File: config.mk
export PLATFORM = sky130hd
export DESIGN_NAME = sprite_blitter
export DESIGN_NICKNAME = d
export VERILOG_FILES = /design/src/rtl/sprite_pkg.sv /design/src/rtl/sprite_blitter.sv
export SDC_FILE = /design/constraint.sdc
export NUM_CORES = 1
export LEC_CHECK = 0
export CORE_MARGIN = 3
export CORE_UTILIZATION = 32
export DETAILED_ROUTE_END_ITERATION = 10
export GPL_ROUTABILITY_DRIVEN = 0
export PLACE_DENSITY_LB_ADDON = 0.1
export SYNTH_ARGS = -nofsm -noshare
export SYNTH_HDL_FRONTEND = slang
export SYNTH_SLANG_ARGS = --single-unit
File: constraint.sdc
create_clock -name vga_clk -period 5.6 [get_ports vga_clk]
set_input_delay 1.12 -clock vga_clk [delete_from_list [all_inputs] [get_ports vga_clk]]
set_output_delay 1.12 -clock vga_clk [all_outputs]
set_load 0.02 [all_outputs]
File: src/rtl/sprite_pkg.sv
// Shared constants, FSM state encoding and sprite ROM addressing for the sprite blitter.
package sprite_pkg;

    localparam int SPR_W = 20;
    localparam int SPR_H = 40;
    localparam int FB_W  = 640;
    localparam int FB_H  = 480;

    localparam logic [3:0] TRANSP_IDX = 4'h0;

    typedef enum logic [1:0] {
        IDLE,
        READ,
        WRITE,
        DONE
    } state_t;

    // Row-major ROM address; row*SPR_W folded into shift-add for SPR_W = 20.
    function automatic logic [9:0] spr_addr(input logic [5:0] row,
                                            input logic [4:0] col,
                                            input logic       flip);
        logic [4:0] c;
        c = flip ? 5'(SPR_W - 1) - col : col;
        return (10'(row) << 4) + (10'(row) << 2) + 10'(c);
    endfunction

endpackage

File: src/rtl/sprite_blitter.sv
// Copies a SPR_W x SPR_H sprite from a synchronous ROM into the framebuffer,
// one pixel per READ/WRITE pair, skipping transparent and off-screen pixels.
module sprite_blitter
    import sprite_pkg::*;
(
    input  logic        vga_clk,
    input  logic        reset_n,
    input  logic        start,
    input  logic [9:0]  pos_x,
    input  logic [9:0]  pos_y,
    input  logic        flip,
    output logic        busy,
    output logic        done,
    output logic [9:0]  rom_addr,
    input  logic [3:0]  rom_q,
    output logic        fb_we,
    output logic [18:0] fb_addr,
    output logic [3:0]  fb_data,
    input  logic        fb_ready
);

    state_t      state;
    logic [9:0]  x0;
    logic [9:0]  y0;
    logic        flip_q;
    logic [4:0]  col;
    logic [5:0]  row;

    logic [10:0] px;
    logic [10:0] py;
    logic        opaque;
    logic        in_bounds;
    logic        pix_we;
    logic [18:0] lin_addr;
    logic        last_col;
    logic        last_row;
    logic        advance;
    logic [4:0]  next_col;
    logic [5:0]  next_row;

    // 11-bit sums so sprites hanging past the right/bottom edge clip instead of wrapping.
    assign px        = {1'b0, x0} + 11'(col);
    assign py        = {1'b0, y0} + 11'(row);
    assign opaque    = (rom_q != TRANSP_IDX);
    assign in_bounds = (px < 11'(FB_W)) && (py < 11'(FB_H));
    assign pix_we    = (state == WRITE) && opaque && in_bounds;
    assign lin_addr  = (19'(py) << 9) + (19'(py) << 7) + 19'(px);

    assign fb_we   = pix_we;
    assign fb_addr = pix_we ? lin_addr : '0;
    assign fb_data = pix_we ? rom_q : '0;

    assign last_col = (col == 5'(SPR_W - 1));
    assign last_row = (row == 6'(SPR_H - 1));
    assign advance  = (state == WRITE) && (!pix_we || fb_ready);
    assign next_col = last_col ? 5'd0 : col + 5'd1;
    assign next_row = last_col ? row + 6'd1 : row;

    // rom_addr is loaded on every entry to READ so the ROM data lands in WRITE,
    // and it simply holds in all other states.
    always_ff @(posedge vga_clk or negedge reset_n) begin
        if (!reset_n) begin
            state    <= IDLE;
            x0       <= '0;
            y0       <= '0;
            flip_q   <= 1'b0;
            col      <= '0;
            row      <= '0;
            rom_addr <= '0;
            busy     <= 1'b0;
            done     <= 1'b0;
        end else begin
            case (state)
                IDLE: begin
                    done <= 1'b0;
                    if (start) begin
                        x0       <= pos_x;
                        y0       <= pos_y;
                        flip_q   <= flip;
                        col      <= '0;
                        row      <= '0;
                        rom_addr <= spr_addr(6'd0, 5'd0, flip);
                        busy     <= 1'b1;
                        state    <= READ;
                    end
                end
                READ: state <= WRITE;
                WRITE: begin
                    if (advance) begin
                        col <= next_col;
                        row <= next_row;
                        if (last_col && last_row) begin
                            busy  <= 1'b0;
                            done  <= 1'b1;
                            state <= DONE;
                        end else begin
                            rom_addr <= spr_addr(next_row, next_col, flip_q);
                            state    <= READ;
                        end
                    end
                end
                DONE: begin
                    done  <= 1'b0;
                    state <= IDLE;
                end
                default: state <= IDLE;
            endcase
        end
    end

endmodule

==> run summary, run 1 <==
clock share of power: 12.3%
post-synth top area share: 29.4%
Seq/Total Area, Yosys: 29.4%
Layout area overhead: 26.2%
cell taking the most area after synthesis: dfrtp_1
Crit. End Element: output port
Final Hold Fails: 0
Final Power: 2.50 mW
met3 usage: 2.69%
IO buf count: 64
grt met1 use: 20.7%
DRC Markers: 0
Internal Pwr Total: 1.38 mW
drt total wl: 9350 um
starting density of the core: 33.6%
Setup Fix Bufs, Post-CTS: 0
Place WS: 0.0492 ns
root buf cell: clkbuf_16
worst min-delay path category: register to register
gr ovfl total: 0
Cell Area, Placed: 4760 um2
placed wire-length estimate: 7260 um
LEAKAGE: 2.28 nW
reg2reg end: rom_addr[9]$_DFFE_PN0P_
Post-synth EDFFs: 0
r2r worst-path depth: 13
Logic pwr share: 65.6%
crit path setup slack, layout: 0.283 ns
Post-Syn Instances: 398
r2r startpoint: col[0]$_DFFE_PN0P_
Mapped Nets: 481
crit path DAT: 4.20 ns
final core occ: 42.4%
count of cell types in the netlist: 60
fin crit share: 94.9%
Fmax: 188 MHz
Seq cells post-synth: 46
Vias: 3,189
Setup crit end: fb_addr[18]
detailed router's first-iteration violation count: 107
Slew Viols, Final: 0
Sw Share: 44.8%
Pre-antenna DRT Iters: 4
overall routing resource usage: 14.3%
RSZ-0062 raised after global routing: false
Seq. cell area: 1150 um2
first-pass GRT wire length: 15,500 um
core footprint: 11,700 um2
cts bufs inserted: 5
share of cells above drive strength 1: 13.6%
PD cells: 505 nW/um2
mean routed wirelength per cell: 15.3 um
Setup TNS: 0 ns
Placed Cells incl. Taps: 604
Sink Count: 46
NetSw: 1.12 mW
ys async rst share: 100%
maximum VDD drop: 0.000178 V
r2r setup slk: 1.92 ns
antenna violations before repair: 0
run status: finished clean
fillers: 1,183
Syn Area/Cell: 9.84 um2
CTS tree: yes
die extent in x: 117 um
number of global-route vias before repair: 3,158
Startpoint Class: register
WP data required: 4.48 ns
Longest Clk Path Bufs: 2
worst relative slew slack: 31.5%
largest net degree at the start of global routing: 47
antenna cells: 0
crit path time final: 5.32 ns
GRT met2 Usage: 22.5%
# H-tree levels: 2
Die Height: 117 um
area of the multi-input gates: 2640 um2
Antenna Nets Post-Route: 0
Non-Filler Instances: 612
CP startpoint: row[0]$_DFFE_PN0P_
num ports: 65
post-route cell area: 4940 um2
fin nets: 551
Worst-Margin Slew: 1.02 ns
Worst Skew: 0.00769 ns
total of max-cap violations: 0
Setup CP Type: register to output port
Via density: 5.21
mapped cell area: 3920 um2
hold slack: 0.497 ns
Area contributors post-synth: dfrtp_1 (29%), ha_1 (15%), mux2_2 (6.3%), xnor2_1 (4.5%), fa_1 (3.6%)
placement row count: 39
Worst-path clk slew: 0.07 ns
worst-path fanout max: 5
worst skew pair latency: 0.29 ns
Seq pwr share: 22.1%
top_reg_cell synth: dfrtp_1
Final setup viols: 0
Yosys warning count: 0
die area: 13,600 um2
WHS Path Cells: 1
most used routing layer: met2
## how the worst min path moves through the flow
stage                                    endpoint                     from  slack [ns]
final                     rom_addr[4]$_DFFE_PN0P_  rom_addr[4]$_DFFE_PN0P_        0.50
after global routing      rom_addr[8]$_DFFE_PN0P_  rom_addr[8]$_DFFE_PN0P_        0.51
after CTS                 rom_addr[4]$_DFFE_PN0P_  rom_addr[4]$_DFFE_PN0P_        0.50
after detailed placement  rom_addr[1]$_DFFE_PN0P_  rom_addr[1]$_DFFE_PN0P_        0.48
after global placement    rom_addr[4]$_DFFE_PN0P_  rom_addr[4]$_DFFE_PN0P_        0.48
after floorplan              state[1]$_DFFE_PN0P_     state[1]$_DFFE_PN0P_        0.48
## registers in the layout, summed over array words and instances (netlist names)
| register | flops |
|---|---|
| busy | 1 |
| col | 5 |
| done | 1 |
| flip_q | 1 |
| rom_addr | 10 |
| row | 6 |
| state | 2 |
| x0 | 10 |
| y0 | 10 |
## cells by family after synthesis
group	share of synthesized area, %
AO/OA/AOI/OAI	19.4
XOR/XNOR	7.38
adder cells (fa/ha/maj)	18.6
buffers and inverters	4.03
flip-flops	29.4
multiplexers	7.70
AND/OR/NAND/NOR	13.5
## Yosys cell counts, types with 3 or more instances
cell       count
nor3_1         7
o21ai_1        3
ha_1          47
xor2_1        13
fa_1           7
a21o_1        11
nand4_1        5
buf_2          6
a31oi_1        4
a32o_1         5
clkbuf_1       7
nand3_1       10
o21ai_0        9
nand2b_1       5
inv_1         20
o2bb2ai_1      5
a21oi_1       20
mux2_1         3
nor2_1        32
xnor2_1       20
a22o_1         8
and2_1        11
dfrtp_1       46
nand2_1       22
and3_1         3
a211o_1        5
mux2_2        22
a211oi_1       3
## power by group through the flow
| stage | combinational [mW] | clock (mW) | sequential [mW] |
|---|---|---|---|
| after floorplan | 1.20 | 0 | 0.538 |
| final | 1.64 | 0.306 | 0.553 |
| after global placement | 1.62 | 0 | 0.552 |
| after detailed placement | 1.62 | 0 | 0.555 |
| after CTS | 1.63 | 0.319 | 0.550 |
| after global routing | 1.84 | 0.333 | 0.571 |
## critical path: stages (launching register included)
cell and delay [ns]:
dfrtp_1 0.42, ha_1 0.26, inv_1 0.07, fa_1 0.40
nand2b_1 0.22, a21o_1 0.22, a211oi_1 0.26, xor2_1 0.23
ha_1 0.26, ha_1 0.23, or3_1 0.37, o211a_1 0.22
o21a_1 0.18, o21ai_1 0.12, o311a_1 0.18, clkdlybuf4s15_2 0.26
## placed cells by master, fill, tap and decap left out, types with 14 or more instances in the layout
cell type | Yosys | routed
a21oi_1 | 20 | 18
buf_4 | 0 | 14
clkdlybuf4s50_1 | 0 | 60
dfrtp_1 | 46 | 45
ha_1 | 47 | 47
inv_1 | 20 | 20
mux2_2 | 22 | 22
nand2_1 | 22 | 22
nor2_1 | 32 | 32
xnor2_1 | 20 | 19
## routing by layer
metal  vias up  share of wire, %
li1       1589                 -
met1      1533                51
met2        63                44
met3         4               4.2
met4         0              0.55
met5         -                 0
## timing repair
item                                   4_1_cts  5_1_grt
hold buffers                                 0        0
endpoints found under the hold margin        0        0
setup endpoints to repair                    3        5
gates resized for setup                      6       10
pin swaps                                    0        3
## final cells by class
cell class | count | share of cell area (%)
Inverter | 21 | 1.59
Tap cell | 143 | 3.62
Clock buffer | 6 | 2.81
Timing Repair Buffer | 78 | 15.0
Clock inverter | 2 | 0.253
Multi-Input combinational cell | 316 | 53.4
Sequential cell | 46 | 23.3
Power figures use the tool's default switching activity.
==> run 2: changes to the inputs <==
--- a/config.mk
+++ b/config.mk
@@ -5,6 +5,8 @@
 export SDC_FILE = /design/constraint.sdc
 export NUM_CORES = 1
 export LEC_CHECK = 0
+export CELL_PAD_IN_SITES_DETAIL_PLACEMENT = 1
+export CELL_PAD_IN_SITES_GLOBAL_PLACEMENT = 1
 export CORE_MARGIN = 3
 export CORE_UTILIZATION = 32
 export DETAILED_ROUTE_END_ITERATION = 10
==> constraint.sdc (replaced) <==
create_clock -name vga_clk -period 5.6 [get_ports vga_clk]
set_input_delay 1.12 -clock vga_clk [delete_from_list [all_inputs] [get_ports vga_clk]]
set_output_delay 1.12 -clock vga_clk [all_outputs]
set_load 0.005 [all_outputs]
==> run summary, run 2 (synthesis results as in run 1) <==
run status: finished clean
Internal Pwr Total: 1.48 mW
Slew Viols, Final: 0
largest net degree at the start of global routing: 47
biggest regs: rom_addr: 10 flops, x0: 10 flops, y0: 10 flops
WHS Path Cells: 1
Final Hold Fails: 0
placed wire-length estimate: 7920 um
PD cells: 515 nW/um2
Seq pwr share: 21.4%
fin nets: 559
Cell Area, Placed: 4730 um2
CTS tree: yes
Sink Count: 46
worst skew pair latency: 0.29 ns
CP startpoint: col[1]$_DFFE_PN0P_
cts bufs inserted: 5
NetSw: 1.12 mW
die extent in x: 117 um
Fmax: 188 MHz
Longest Clk Path Bufs: 2
drt total wl: 10,300 um
Antenna Nets Post-Route: 0
post-route cell area: 5060 um2
HP Start: rom_addr[4]$_DFFE_PN0P_
overall routing resource usage: 15.9%
crit path time final: 5.31 ns
Final Power: 2.60 mW
Vias: 3,259
DRC Markers: 0
IO buf count: 64
RSZ-0062 raised after global routing: false
gr ovfl total: 0
clock share of power: 13.2%
mean routed wirelength per cell: 16.7 um
# H-tree levels: 2
Crit. End Element: output port
die area: 13,600 um2
r2r startpoint: col[0]$_DFFE_PN0P_
Via density: 5.26
worst min-delay path category: register to register
root buf cell: clkbuf_16
Placed Cells incl. Taps: 601
core footprint: 11,700 um2
Layout area overhead: 29.1%
worst relative slew slack: 57.8%
Worst-Margin Slew: 0.633 ns
share of cells above drive strength 1: 16.8%
most frequent cells in the layout: clkdlybuf4s50_1 (62), dfrtp_1 (44), ha_1 (43)
worst-path fanout max: 5
fin crit share: 94.8%
detailed router's first-iteration violation count: 78
CTS Hold Buffers Added: 0
WP data required: 4.48 ns
total of max-cap violations: 0
placement row count: 39
fillers: 1,326
Worst-path clk slew: 0.07 ns
Final setup viols: 0
LEAKAGE: 2.33 nW
Setup TNS: 0 ns
Worst Skew: 0.00923 ns
Logic pwr share: 65.3%
antenna violations before repair: 0
final core occ: 43.4%
starting density of the core: 33.6%
Die Height: 117 um
maximum VDD drop: 0.000177 V
Startpoint Class: register
number of global-route vias before repair: 3,391
num ports: 65
leading cell type in the layout, fill and taps excluded: clkdlybuf4s50_1
Pre-antenna DRT Iters: 4
r2r worst-path depth: 13
antenna cells: 0
first-pass GRT wire length: 17,200 um
Setup CP Type: register to output port
crit path DAT: 4.19 ns
Sw Share: 43.1%
Non-Filler Instances: 620
run 2: layer usage:
metal / share of wire [%] / GRT usage (%) / up-vias
li1: - / - / 1603
met1: 49 / 22.5 / 1608
met2: 47 / 26.0 / 41
met3: 2.9 / 2.80 / 7
met4: 0.74 / 2.75 / 0
met5: 0 / 0 / -
run 2: critical path, cell delays in order (launching register included):
cell	delay, ns
dfrtp_2	0.46
ha_4	0.28
a211o_1	0.11
o211ai_1	0.15
a21oi_2	0.20
nand2_2	0.08
xnor2_2	0.17
fa_1	0.61
ha_1	0.25
a21o_1	0.16
a21oi_2	0.16
o211ai_1	0.14
a31o_2	0.26
a21oi_1	0.17
xor2_1	0.09
nor2_1	0.08
clkdlybuf4s50_1	0.51
run 2: layout make-up:
class                      count  area (um2)  share of cell area [%]
clock buffer                   6         129                    2.55
clock inverter                 2        37.5                   0.742
multi-input combinational    316        2680                    52.9
sequential                    46        1150                    22.8
inverter                      21        78.8                    1.56
tap                          143         179                    3.54
timing repair buffer          86         803                    15.9
run 2: timing repair:
item | in CTS | in global routing
endpoints found under the hold margin | 0 | 0
gates resized for setup | 8 | 14
setup buffers | 1 | 10
pin swaps | 3 | 13
setup endpoints to repair | 1 | 4
run 2: power by group through the flow:
stage                     Combinational [mW]  Clock, mW  Sequential, mW
after floorplan                         1.16          0           0.523
after global placement                  1.57          0           0.552
after detailed placement                1.58          0           0.559
after CTS                               1.63      0.355           0.555
after global routing                    1.94      0.371           0.575
final                                   1.70      0.344           0.557
run 2: worst paths after layout:
check / to / slack, ns
max: fb_addr[17] / 0.29
min: rom_addr[4]$_DFFE_PN0P_ / 0.50
max reg2reg: rom_addr[9]$_DFFE_PN0P_ / 1.89
min reg2reg: rom_addr[4]$_DFFE_PN0P_ / 0.50
max in group asynchronous: col[1]$_DFFE_PN0P_ / 4.20
min in group asynchronous: y0[8]$_DFFE_PN0P_ / 0.92
run 2: per-stage QoR:
stage	setup slack [ns]	hold slack [ns]
2_1_floorplan	0.684	0.476
3_3_place_gp	0.108	0.481
3_5_place_dp	0.0825	0.485
4_1_cts	0.00674	0.506
5_1_grt	0.0216	0.526
6_report	0.294	0.498
